[src/rtl/prefetch_queue_pkg.sv]
// prefetch_queue_pkg -- shared types and ring-pointer helper for the prefetch queue; rev 1.0
`default_nettype none

package prefetch_queue_pkg;

  localparam int PREFETCH_DEPTH_V30 = 6;

  typedef enum logic [1:0] {
    IDLE    = 2'd0,
    REQ     = 2'd1,
    DISCARD = 2'd2
  } fetch_state_t;

  typedef struct packed {
    logic [3:0] len;
    logic [7:0] q0;
    logic [7:0] q1;
    logic [7:0] q2;
  } prefetch_status_t;

  function automatic logic [3:0] ring_add(input logic [3:0] ptr, input logic [1:0] n,
                                          input logic [4:0] depth);
    logic [4:0] sum;
    sum = {1'b0, ptr} + {3'b000, n};
    if (sum >= depth) sum = sum - depth;
    return sum[3:0];
  endfunction

endpackage

`default_nettype wire

[src/rtl/prefetch_queue_if.sv]
// prefetch_queue_if -- code-fetch handshake between prefetch queue and bus unit; rev 1.0
`default_nettype none

interface prefetch_queue_if #(
  parameter int ADDR_W = 20
);
  logic              fetch_req;
  logic [ADDR_W-1:0] fetch_addr;
  logic              fetch_ack;
  logic [15:0]       fetch_data;

  modport master (output fetch_req, fetch_addr, input fetch_ack, fetch_data);
  modport slave  (input fetch_req, fetch_addr, output fetch_ack, fetch_data);
endinterface

`default_nettype wire

[src/rtl/prefetch_queue_ring.sv]
// prefetch_ring -- DEPTH-byte circular buffer, 0..2 byte write, 0..3 byte read; rev 1.0
// Optional macro PREFETCH_BYPASS_EN: bytes written into an empty ring show on the outputs at once.
`default_nettype none

module prefetch_ring
  import prefetch_queue_pkg::*;
#(
  parameter int DEPTH = PREFETCH_DEPTH_V30
) (
  input  wire logic             clk,
  input  wire logic             reset_n,
  input  wire logic             en,
  input  wire logic             clear,
  input  wire logic [1:0]       wr_cnt,
  input  wire logic [7:0]       wr_b0,
  input  wire logic [7:0]       wr_b1,
  input  wire logic [1:0]       rd_req,
  output prefetch_status_t      status,
  output logic      [3:0]       len_next
);

  logic [7:0] mem [DEPTH];
  logic [3:0] rd_ptr;
  logic [3:0] wr_ptr;
  logic [3:0] len;
  logic [3:0] avail;
  logic [1:0] rd_cnt;

  always_comb begin
`ifdef PREFETCH_BYPASS_EN
    avail = (len == 4'd0) ? {2'b00, wr_cnt} : len;
`else
    avail = len;
`endif
    rd_cnt   = ({2'b00, rd_req} > avail) ? avail[1:0] : rd_req;
    len_next = len + {2'b00, wr_cnt} - {2'b00, rd_cnt};
  end

  always_ff @(posedge clk) begin
    if (!reset_n) begin
      rd_ptr <= 4'd0;
      wr_ptr <= 4'd0;
      len    <= 4'd0;
    end else if (en) begin
      if (clear) begin
        rd_ptr <= 4'd0;
        wr_ptr <= 4'd0;
        len    <= 4'd0;
      end else begin
        rd_ptr <= ring_add(rd_ptr, rd_cnt, 5'(DEPTH));
        wr_ptr <= ring_add(wr_ptr, wr_cnt, 5'(DEPTH));
        len    <= len_next;
      end
    end
  end

  // Storage needs no reset: every read is masked by len.
  always_ff @(posedge clk) begin
    if (en && !clear && wr_cnt != 2'd0) mem[wr_ptr] <= wr_b0;
    if (en && !clear && wr_cnt == 2'd2) mem[ring_add(wr_ptr, 2'd1, 5'(DEPTH))] <= wr_b1;
  end

  always_comb begin
    status.len = len;
    status.q0  = (len > 4'd0) ? mem[rd_ptr] : 8'h00;
    status.q1  = (len > 4'd1) ? mem[ring_add(rd_ptr, 2'd1, 5'(DEPTH))] : 8'h00;
    status.q2  = (len > 4'd2) ? mem[ring_add(rd_ptr, 2'd2, 5'(DEPTH))] : 8'h00;
`ifdef PREFETCH_BYPASS_EN
    if (len == 4'd0 && wr_cnt != 2'd0) begin
      status.len = {2'b00, wr_cnt};
      status.q0  = wr_b0;
      status.q1  = (wr_cnt == 2'd2) ? wr_b1 : 8'h00;
    end
`endif
  end

endmodule

`default_nettype wire

[src/rtl/prefetch_queue.sv]
// prefetch_queue -- fetch FSM, prefetch pointer and bus handshake around prefetch_ring; rev 1.0
// Optional macro PREFETCH_BYPASS_EN: ack bytes into an empty queue are visible in the ack cycle.
`default_nettype none

module prefetch_queue
  import prefetch_queue_pkg::*;
#(
  parameter int DEPTH  = PREFETCH_DEPTH_V30,
  parameter int ADDR_W = 20
) (
  input  wire logic              clk,
  input  wire logic              reset_n,
  input  wire logic              ce,
  input  wire logic              flush,
  input  wire logic [ADDR_W-1:0] flush_addr,
  input  wire logic [1:0]        consume,
  prefetch_queue_if.master       bus,
  output logic      [3:0]        q_len,
  output logic      [7:0]        q0,
  output logic      [7:0]        q1,
  output logic      [7:0]        q2,
  output logic      [ADDR_W-1:0] pfp
);

  fetch_state_t      state;
  logic              req;
  logic [ADDR_W-1:0] addr;
  logic              ack_take;
  logic [1:0]        wr_cnt;
  logic [7:0]        wr_b0;
  logic [ADDR_W-1:0] pfp_next;
  logic [3:0]        len_next;
  logic              space_ok;
  prefetch_status_t  status;

  // An odd pfp means the low byte of the returned word precedes the wanted byte.
  always_comb begin
    ack_take = ce && !flush && (state == REQ) && bus.fetch_ack;
    wr_cnt   = ack_take ? (pfp[0] ? 2'd1 : 2'd2) : 2'd0;
    wr_b0    = pfp[0] ? bus.fetch_data[15:8] : bus.fetch_data[7:0];
    pfp_next = pfp + ADDR_W'(wr_cnt);
    space_ok = (5'(DEPTH) - {1'b0, len_next}) >= (pfp_next[0] ? 5'd1 : 5'd2);
  end

  prefetch_ring #(.DEPTH(DEPTH)) u_ring (
    .clk      (clk),
    .reset_n  (reset_n),
    .en       (ce),
    .clear    (flush),
    .wr_cnt   (wr_cnt),
    .wr_b0    (wr_b0),
    .wr_b1    (bus.fetch_data[15:8]),
    .rd_req   (consume),
    .status   (status),
    .len_next (len_next)
  );

  always_ff @(posedge clk) begin
    if (!reset_n) begin
      state <= IDLE;
      req   <= 1'b0;
      addr  <= '0;
      pfp   <= '0;
    end else if (ce) begin
      if (flush) begin
        pfp <= flush_addr;
        req <= 1'b0;
        // A request still in flight must have its late ack swallowed.
        state <= (state != IDLE && !bus.fetch_ack) ? DISCARD : IDLE;
      end else begin
        case (state)
          IDLE: begin
            if (space_ok) begin
              state <= REQ;
              req   <= 1'b1;
              addr  <= {pfp_next[ADDR_W-1:1], 1'b0};
            end
          end
          REQ: begin
            if (bus.fetch_ack) begin
              pfp <= pfp_next;
              if (space_ok) begin
                req  <= 1'b1;
                addr <= {pfp_next[ADDR_W-1:1], 1'b0};
              end else begin
                state <= IDLE;
                req   <= 1'b0;
              end
            end
          end
          DISCARD: begin
            if (bus.fetch_ack) state <= IDLE;
          end
          default: begin
            state <= IDLE;
            req   <= 1'b0;
          end
        endcase
      end
    end
  end

  assign bus.fetch_req  = req;
  assign bus.fetch_addr = addr;
  assign q_len          = status.len;
  assign q0             = status.q0;
  assign q1             = status.q1;
  assign q2             = status.q2;

endmodule

`default_nettype wire

[src/flat_wrapper.sv]
// flat-port wrapper written by rule: the top's interface ports become plain ports
module prefetch_queue_flat import prefetch_queue_pkg::*;
#(
  parameter int DEPTH  = PREFETCH_DEPTH_V30,
  parameter int ADDR_W = 20
)
  (clk, reset_n, ce, flush, flush_addr, consume, q_len, q0, q1, q2, pfp, bus_fetch_req, bus_fetch_addr, bus_fetch_ack, bus_fetch_data);
  prefetch_queue_if #(.ADDR_W(ADDR_W)) bus_i ();
  input  wire logic clk;
  input  wire logic reset_n;
  input  wire logic ce;
  input  wire logic flush;
  input  wire logic [ADDR_W-1:0] flush_addr;
  input  wire logic [1:0] consume;
  output logic      [3:0] q_len;
  output logic      [7:0] q0;
  output logic      [7:0] q1;
  output logic      [7:0] q2;
  output logic      [ADDR_W-1:0] pfp;
  output wire logic [$bits(bus_i.fetch_req)-1:0] bus_fetch_req;
  output wire logic [$bits(bus_i.fetch_addr)-1:0] bus_fetch_addr;
  input wire logic [$bits(bus_i.fetch_ack)-1:0] bus_fetch_ack;
  input wire logic [$bits(bus_i.fetch_data)-1:0] bus_fetch_data;
  assign bus_fetch_req = bus_i.fetch_req;
  assign bus_fetch_addr = bus_i.fetch_addr;
  assign bus_i.fetch_ack = bus_fetch_ack;
  assign bus_i.fetch_data = bus_fetch_data;
  prefetch_queue #(.DEPTH(DEPTH), .ADDR_W(ADDR_W)) u_core (.clk(clk), .reset_n(reset_n), .ce(ce), .flush(flush), .flush_addr(flush_addr), .consume(consume), .bus(bus_i), .q_len(q_len), .q0(q0), .q1(q1), .q2(q2), .pfp(pfp));
endmodule
[config.mk]
export PLATFORM = sky130hd
export DESIGN_NAME = prefetch_queue_flat
export DESIGN_NICKNAME = d
export VERILOG_FILES = /design/src/rtl/prefetch_queue_pkg.sv /design/src/rtl/prefetch_queue_if.sv /design/src/rtl/prefetch_queue_ring.sv /design/src/rtl/prefetch_queue.sv /design/src/flat_wrapper.sv
export SDC_FILE = /design/constraint.sdc
export NUM_CORES = 1
export LEC_CHECK = 0
export ABC_AREA = 1
export CELL_PAD_IN_SITES_DETAIL_PLACEMENT = 0
export CELL_PAD_IN_SITES_GLOBAL_PLACEMENT = 2
export CORE_UTILIZATION = 33
export CTS_CLUSTER_SIZE = 20
export DETAILED_ROUTE_END_ITERATION = 10
export HOLD_SLACK_MARGIN = 0.12
export PLACE_DENSITY_LB_ADDON = 0.05
export SYNTH_ARGS = -nofsm -noshare
export SYNTH_HDL_FRONTEND = slang
export SYNTH_SLANG_ARGS = --single-unit
[constraint.sdc]
create_clock -name clk -period 10.3 [get_ports clk]
set_input_delay 2.575 -clock clk [delete_from_list [all_inputs] [get_ports clk]]
set_output_delay 2.575 -clock clk [all_outputs]
set_load 0.02 [all_outputs]
### After elaboration in Yosys (flattened, before gate mapping)

Memories as Yosys holds them, arrays and structs flattened. A register that Yosys moved wholly into a read port is not among the register bits.
Cells that the tools add are included.

| storage, ports and cells | value |
|---|---|
| word-level logic and storage cells | 101 |
| bits in registers | 55 |
| RAM bits | 48 |
| memories | 1 |

| operators by class | value |
|---|---|
| reductions and logical operators | 18 |
| mux-type cells | 41 |
| bitwise logic cells | 1 |
| equal/unequal tests | 9 |
| add/sub/neg operators | 14 |
| order comparisons | 10 |

Memory list:

| name | depth | bits a word | read ports | clocked after Yosys merged registers in | write ports | RTL line | RTL |
|---|---|---|---|---|---|---|---|
| u_core.u_ring.mem | 6 | 8 | 3 | 1 | 2 | prefetch_queue_ring.sv:22 | `logic [7:0] mem [DEPTH];` |

Operators with widths:

| cell | count |
|---|---|
| $mux W20 | 5 |
| $pmux W20 S2 | 1 |
| $mux W8 | 4 |
| $ge A5 B3 Y1 const B | 5 |
| $add A20 B2 Y20 | 1 |
| $mux W2 | 10 |
| $mux W4 | 5 |
| $mux W3 | 6 |
| $add A4 B1 Y5 const B | 2 |
| $add A4 B2 Y5 | 2 |
| $reduce_bool A2 Y1 | 5 |
| $ne A3 B3 Y1 const B | 3 |
| $sub A3 B3 Y3 const B | 3 |
| $gt A4 B1 Y1 const B | 2 |
| $mux W1 | 8 |
| $reduce_and A4 Y1 | 2 |
| $sub A4 B3 Y4 const B | 2 |
| $logic_and A1 B1 Y1 | 6 |
| $pmux W2 S3 | 1 |
| $add A4 B2 Y5 const B | 1 |
| $ge A5 B5 Y1 | 1 |
| $reduce_and A5 Y1 | 1 |
| $sub A3 B4 Y5 const A | 1 |
| $add A4 B2 Y4 | 1 |
| other kinds (12) | 15 |

### Logic depth before layout (Yosys ltp)

| depth | value |
|---|---|
| word-level depth | 13 |
| mapped depth | 25 |
| gate-level depth less buffers | 25 |

### Modules after synthesis

A second synthesis with hierarchy kept.

| second synthesis, totals | value |
|---|---|
| cell total of the unflattened synthesis | 1181 |
| area, all modules | 7911.3 sq um |

By module, submodules not included:

| module | cells an instance | area each (sq um) | times used |
|---|---|---|---|
| prefetch_ring | 780 | 5290.1 | 1 |
| prefetch_queue | 401 | 2621.3 | 1 |

### Least setup slack after synthesis

No wires, ideal clock.

| timing | value |
|---|---|
| path type | input -> register |
| from | input consume[1] |
| to | register u_core.addr[11], in the netlist u_core.bus.fetch_addr[11] |
| arrival time | 5966 ps |
| setup slack | 4217 ps |
| stages on the path | 21 |
| required time | 10183 ps |
| path buffers | 1 |
| cells stage by stage | ha_1 -> inv_1 -> nor2_1 -> o21ai_0 -> nand2_1 -> o21a_1 -> fa_1 -> inv_1 -> fa_1 -> ha_1 -> inv_1 -> ha_1 -> nand2_1 -> nand2_1 -> nor2_1 -> nand3_1 -> nand2_1 -> inv_1 -> clkbuf_1 -> o21ai_0 -> nor2_1 |

| on the way | value |
|---|---|
| longest elaborated chain between the ends | 8 |

Ends and longest elaborated chain:

| what | RTL line | RTL |
|---|---|---|
| start: declaration | flat_wrapper.sv:14 | `input wire logic [1:0] consume;` |
| $gt A2 B4 Y1 | prefetch_queue_ring.sv:35 | `rd_cnt = ({2'b00, rd_req} > avail) ? avail[1:0] : rd_req;` |
| $mux W2 * | prefetch_queue_ring.sv:35 |  |
| $sub A4 B2 Y4 * | prefetch_queue_ring.sv:36 | `len_next = len + {2'b00, wr_cnt} - {2'b00, rd_cnt};` |
| $sub A3 B4 Y5 * | prefetch_queue.sv:42 | `space_ok = (5'(DEPTH) - {1'b0, len_next}) >= (pfp_next[0] ? 5'd1 : 5'd2);` |
| $ge A5 B5 Y1 * | prefetch_queue.sv:42 |  |
| $mux W20 * | - |  |
| $mux W20 | - |  |
| $pmux W20 S2 * | - |  |
| end signal: assignment | prefetch_queue.sv:76 | `addr <= {pfp_next[ADDR_W-1:1], 1'b0};` |
| end signal: assignment | prefetch_queue.sv:84 | `addr <= {pfp_next[ADDR_W-1:1], 1'b0};` |
| end: declaration | prefetch_queue.sv:27 | `logic [ADDR_W-1:0] addr;` |

Every way passes the cells marked *; elsewhere a longest branch is shown, timed or not. The select of a mux whose other input is x is not followed.
A chain may end at the register's enable or synchronous reset.

### Worst setup path after layout

| timing | value |
|---|---|
| from | input flush |
| to | register u_core.addr[15], in the netlist u_core.bus.fetch_addr[15] |

| on the way | value |
|---|---|
| longest elaborated chain between the ends | 12 |
| elaborated cells between the ends (all ways) | 16 |

Ends and longest elaborated chain:

| what | RTL line | RTL |
|---|---|---|
| start: declaration | flat_wrapper.sv:12 | `input wire logic flush;` |
| $logic_not A1 Y1 | prefetch_queue.sv:38 | `ack_take = ce && !flush && (state == REQ) && bus.fetch_ack;` |
| $logic_and A1 B1 Y1 (3 in a row) | prefetch_queue.sv:38 |  |
| $mux W2 | prefetch_queue.sv:39 | `wr_cnt = ack_take ? (pfp[0] ? 2'd1 : 2'd2) : 2'd0;` |
| $add A4 B2 Y4 | prefetch_queue_ring.sv:36 |  |
| $sub A4 B2 Y4 | prefetch_queue_ring.sv:36 |  |
| $sub A3 B4 Y5 | prefetch_queue.sv:42 |  |
| $ge A5 B5 Y1 | prefetch_queue.sv:42 |  |
| $mux W20 | prefetch_queue.sv:73, prefetch_queue.sv:82 |  |
| $mux W20 | prefetch_queue.sv:80 | `if (bus.fetch_ack) begin` |
| $pmux W20 S2 | prefetch_queue.sv:71 | `case (state)` |

Parallel ways exist; a longest one is shown, timed or not. The select of a mux whose other input is x is not followed.

==> impl_metrics.csv <==
group,metric,value,unit
sta,drv_slew,0,
worst_setup_path,cp_max_fo,25,
sta,finalHoldViolations,0,
clocking,ctsResizeCount,0,
detailed_routing,drt_iter0_drc,474,
detailed_routing,drt-pass1-iter-count,5,
detailed_routing,routedWlPerCell,15.8,um
logic_synthesis,yosysMostFrequentCell,"nand2_1",
detailed_routing,viasPerCell,4.84,
logic_synthesis,netlist_instances,1090,
grt,grt_pass1_wl,37200,um
finish,nFillCells,2291,
finish,multi_input_area,4200,um^2
placement,place.gp.congestion,0.774,
grt,grt_pass1_vias,6528,
flow_run,cap_violations,0,
grt,track_usage,20.2,%
worst_setup_path,worst_path_max_delay_cell,"clkdlybuf4s50_1",
placement,numPortBuffers,110,
detailed_routing,wirelength,23000,um
logic_synthesis,netlist_area,7540,um^2
logic_synthesis,netlist-cell-type-count,43,
floorplan,num_rows,54,
sta,slew_headroom,24.4,%
floorplan,top_level_ports,112,
worst_setup_path,crit_top_cell,"inv_1",
grt,gr-total-overflow,0,
worst_setup_path,slowest_delay,0.90,ns
worst_setup_path,crit_chain,"clkdlybuf4s50_1 -> inv_2 -> nand2_2 -> nor2_8 -> inv_2 -> nor2_4 -> inv_2 -> fa_1 -> inv_1 -> fa_1 -> ha_1 -> inv_1 -> ha_1 -> nand2_1 -> nand2_1 -> nor2_1 -> nand3_1 -> nand2_1 -> buf_4 -> inv_1 -> nand3_1 -> o211ai_1 -> inv_1",
logic_synthesis,yosys-top-cells-area,"edfxtp_1, dfxtp_1, nand2_1",
sta,tightest_slew,1.12,ns
logic_synthesis,synth_common_cells,"nand2_1, inv_1, nor2_1",
clocking,clockBufferDepth,2,
power,p_leak,3.88,nW
clocking,ctsRootBufferMaster,"clkbuf_16",
logic_synthesis,synth_area_leader_cell,"edfxtp_1",
sta,period_minus_slack,7.66,ns
finish,num_antenna_cells,0,
finish,syn2layout_area_growth,21.0,%
logic_synthesis,ys_ff_latch,105,
sta,fin_hold_ws,0.472,ns
logic_synthesis,seq_area_frac_synth,34.3,%
floorplan,die_x,153,um
grt,antenna_found_initial,0,
floorplan,dieArea,23400,um^2
worst_setup_path,end_kind,"flop",
sta,fin_skew,0.0141,ns
logic_synthesis,synth_edf_count,48,
logic_synthesis,syn_area_per_cell,6.91,um^2
clocking,cts_tree,"done",
logic_synthesis,synth_nets,1163,
detailed_routing,ant_nets,0,
logic_synthesis,yosysWarnings,0,
worst_setup_path,r2r_slack,5.53,ns
clocking,cts_max_level,3,
clocking,cts_sinks,105,
clocking,cts_made_buffers,9,
floorplan,core-area,22100,um^2
detailed_routing,drc,0,
finish,final-seq-area,2580,um^2
worst_setup_path,worstPathArrival,7.90,ns
sta,finalCritPeriodShare,74.4,%
clocking,clkTransAtPathRegs,0.08,ns
worst_hold_path,min_path_type,"reg -> reg",
finish,drive_above_1_share,6.45,%
worst_setup_path,crit_required,10.54,ns
logic_synthesis,synth_flop_cell,"dfxtp_1",
clocking,insertion_delay,0.36,ns
logic_synthesis,async_flop_share,0,%
finish,fin_util,41.3,%
sta,fin_tns_setup,0,ns
power,power.density,151,nW/um^2
placement,dp_hpwl,17800,um
grt,grt_max_degree,66,
clocking,postCtsSetupBuffers,0,
logic_synthesis,synth_top_area_share,19.1,%
clocking,hold_buffers,0,
power,ir_worst_vdd,83.0,uV
worst_setup_path,worstSetupPathType,"in -> reg",
floorplan,start_util,34.1,%
finish,fin_nets,1246,
floorplan,die_h,153,um
outcome,status,"finished clean",
detailed_routing,vias,7051,
worst_setup_path,cp-start-kind,"primary input",
worst_setup_path,path_buf_inv,9,
sta,finalSetupViolCount,0,
sta,max_freq,131,MHz
worst_setup_path,path_delay_family,"buffers and inverters",
sta,rsz0062_at_grt,"no",
==> metrics by stage <==
stage / area (um^2) / power [mW] / cells / setup WS [ns]
6_report: 9120 / 1.37 / 1458 / 2.64
5_1_grt: 9120 / 1.46 / 1458 / 2.17
4_1_cts: 9120 / 1.39 / 1458 / 2.54
3_5_place_dp: 8810 / 1.03 / 1442 / 2.16
3_3_place_gp: 8810 / 1.03 / 1442 / 2.33
2_1_floorplan: 7540 / 0.836 / 1090 / 4.22
==> per-layer routing <==
metal | GRT usage (%) | part of all wire, %
met4 | 3.75 | 0.60
met2 | 27.7 | 38
met1 | 32.9 | 57
met5 | 0 | 0
met3 | 2.32 | 3.8
==> worst register-to-register path, cell delays in order, from the launching register on <==
cell	delay [ns]
dfxtp_1	0.44
inv_1	0.13
ha_1	0.30
inv_1	0.06
nor2_1	0.03
o21ai_0	0.33
nand2_1	0.10
o21a_1	0.18
fa_1	0.49
inv_1	0.06
fa_1	0.52
ha_1	0.30
inv_1	0.04
ha_1	0.26
nand2_1	0.05
nand2_1	0.08
nor2_1	0.05
nand3_1	0.10
nand2_1	0.06
buf_4	0.21
inv_1	0.55
nand3_1	0.15
o211ai_1	0.12
inv_1	0.05
==> worst paths after layout <==
kind / endpoint / startpoint / depth (start not counted)
worst max-delay path: u_core.bus.fetch_addr[15]$_SDFFE_PN0P_ / flush / 23
worst min-delay path: u_core.bus.fetch_addr[10]$_SDFFE_PN0P_ / u_core.bus.fetch_addr[10]$_SDFFE_PN0P_ / 2
worst max register to register: u_core.bus.fetch_addr[15]$_SDFFE_PN0P_ / u_core.u_ring.avail[1]$_SDFFE_PN0P_ / 23
worst min register to register: u_core.bus.fetch_addr[10]$_SDFFE_PN0P_ / u_core.bus.fetch_addr[10]$_SDFFE_PN0P_ / 2
==> final cells by class <==
| class | instances | share of cell area, % |
|---|---|---|
| Clock buffer | 9 | 2.47 |
| Clock inverter | 7 | 0.919 |
| Inverter | 138 | 5.71 |
| Multi-Input combinational cell | 802 | 46.1 |
| Sequential cell | 105 | 28.3 |
| Tap cell | 280 | 3.84 |
| Timing Repair Buffer | 117 | 12.6 |
==> flip-flops by register name, indices dropped and copies added, names as in the netlist, named ones only <==
name	cells
u_core.u_ring.rd_ptr	4
u_core.u_ring.mem	48
u_core.pfp	20
u_core.u_ring.avail	4
u_core.bus.fetch_req	1
u_core.u_ring.wr_ptr	4
u_core.state	2
u_core.bus.fetch_addr	19
==> cells by family after synthesis <==
logic type,after synthesis,share of synthesized area (%)
DFF,105,34.3
adders and majority gates,30,5.48
buffers and inverters,183,9.96
other,1,0.0498
xor gates and xnor gates,20,2.57
and+or+nand+nor,459,26.6
AOI/OAI and AO/OA,292,21.1
==> layout by cell type (no fill, tap or decap), types with 5 or more instances in the layout <==
cell type	instances
nand4_1	7
xnor2_1	8
nand3_4	5
inv_2	6
xor2_1	11
nand3_1	62
a211oi_1	7
a21oi_1	107
nand2_1	223
clkbuf_16	9
nor3_1	16
o21ai_2	18
dfxtp_1	56
edfxtp_1	48
clkdlybuf4s50_1	110
nor2_1	124
buf_4	7
ha_1	25
inv_1	129
fa_1	5
nand2_2	8
o21ai_1	38
o21ai_0	110
==> where the power goes <==
group,internal [mW],switching [mW]
combinational,0.210,0.312
clock,0.173,0.181
sequential,0.464,0.0328
Power figures use the tool's default switching activity.
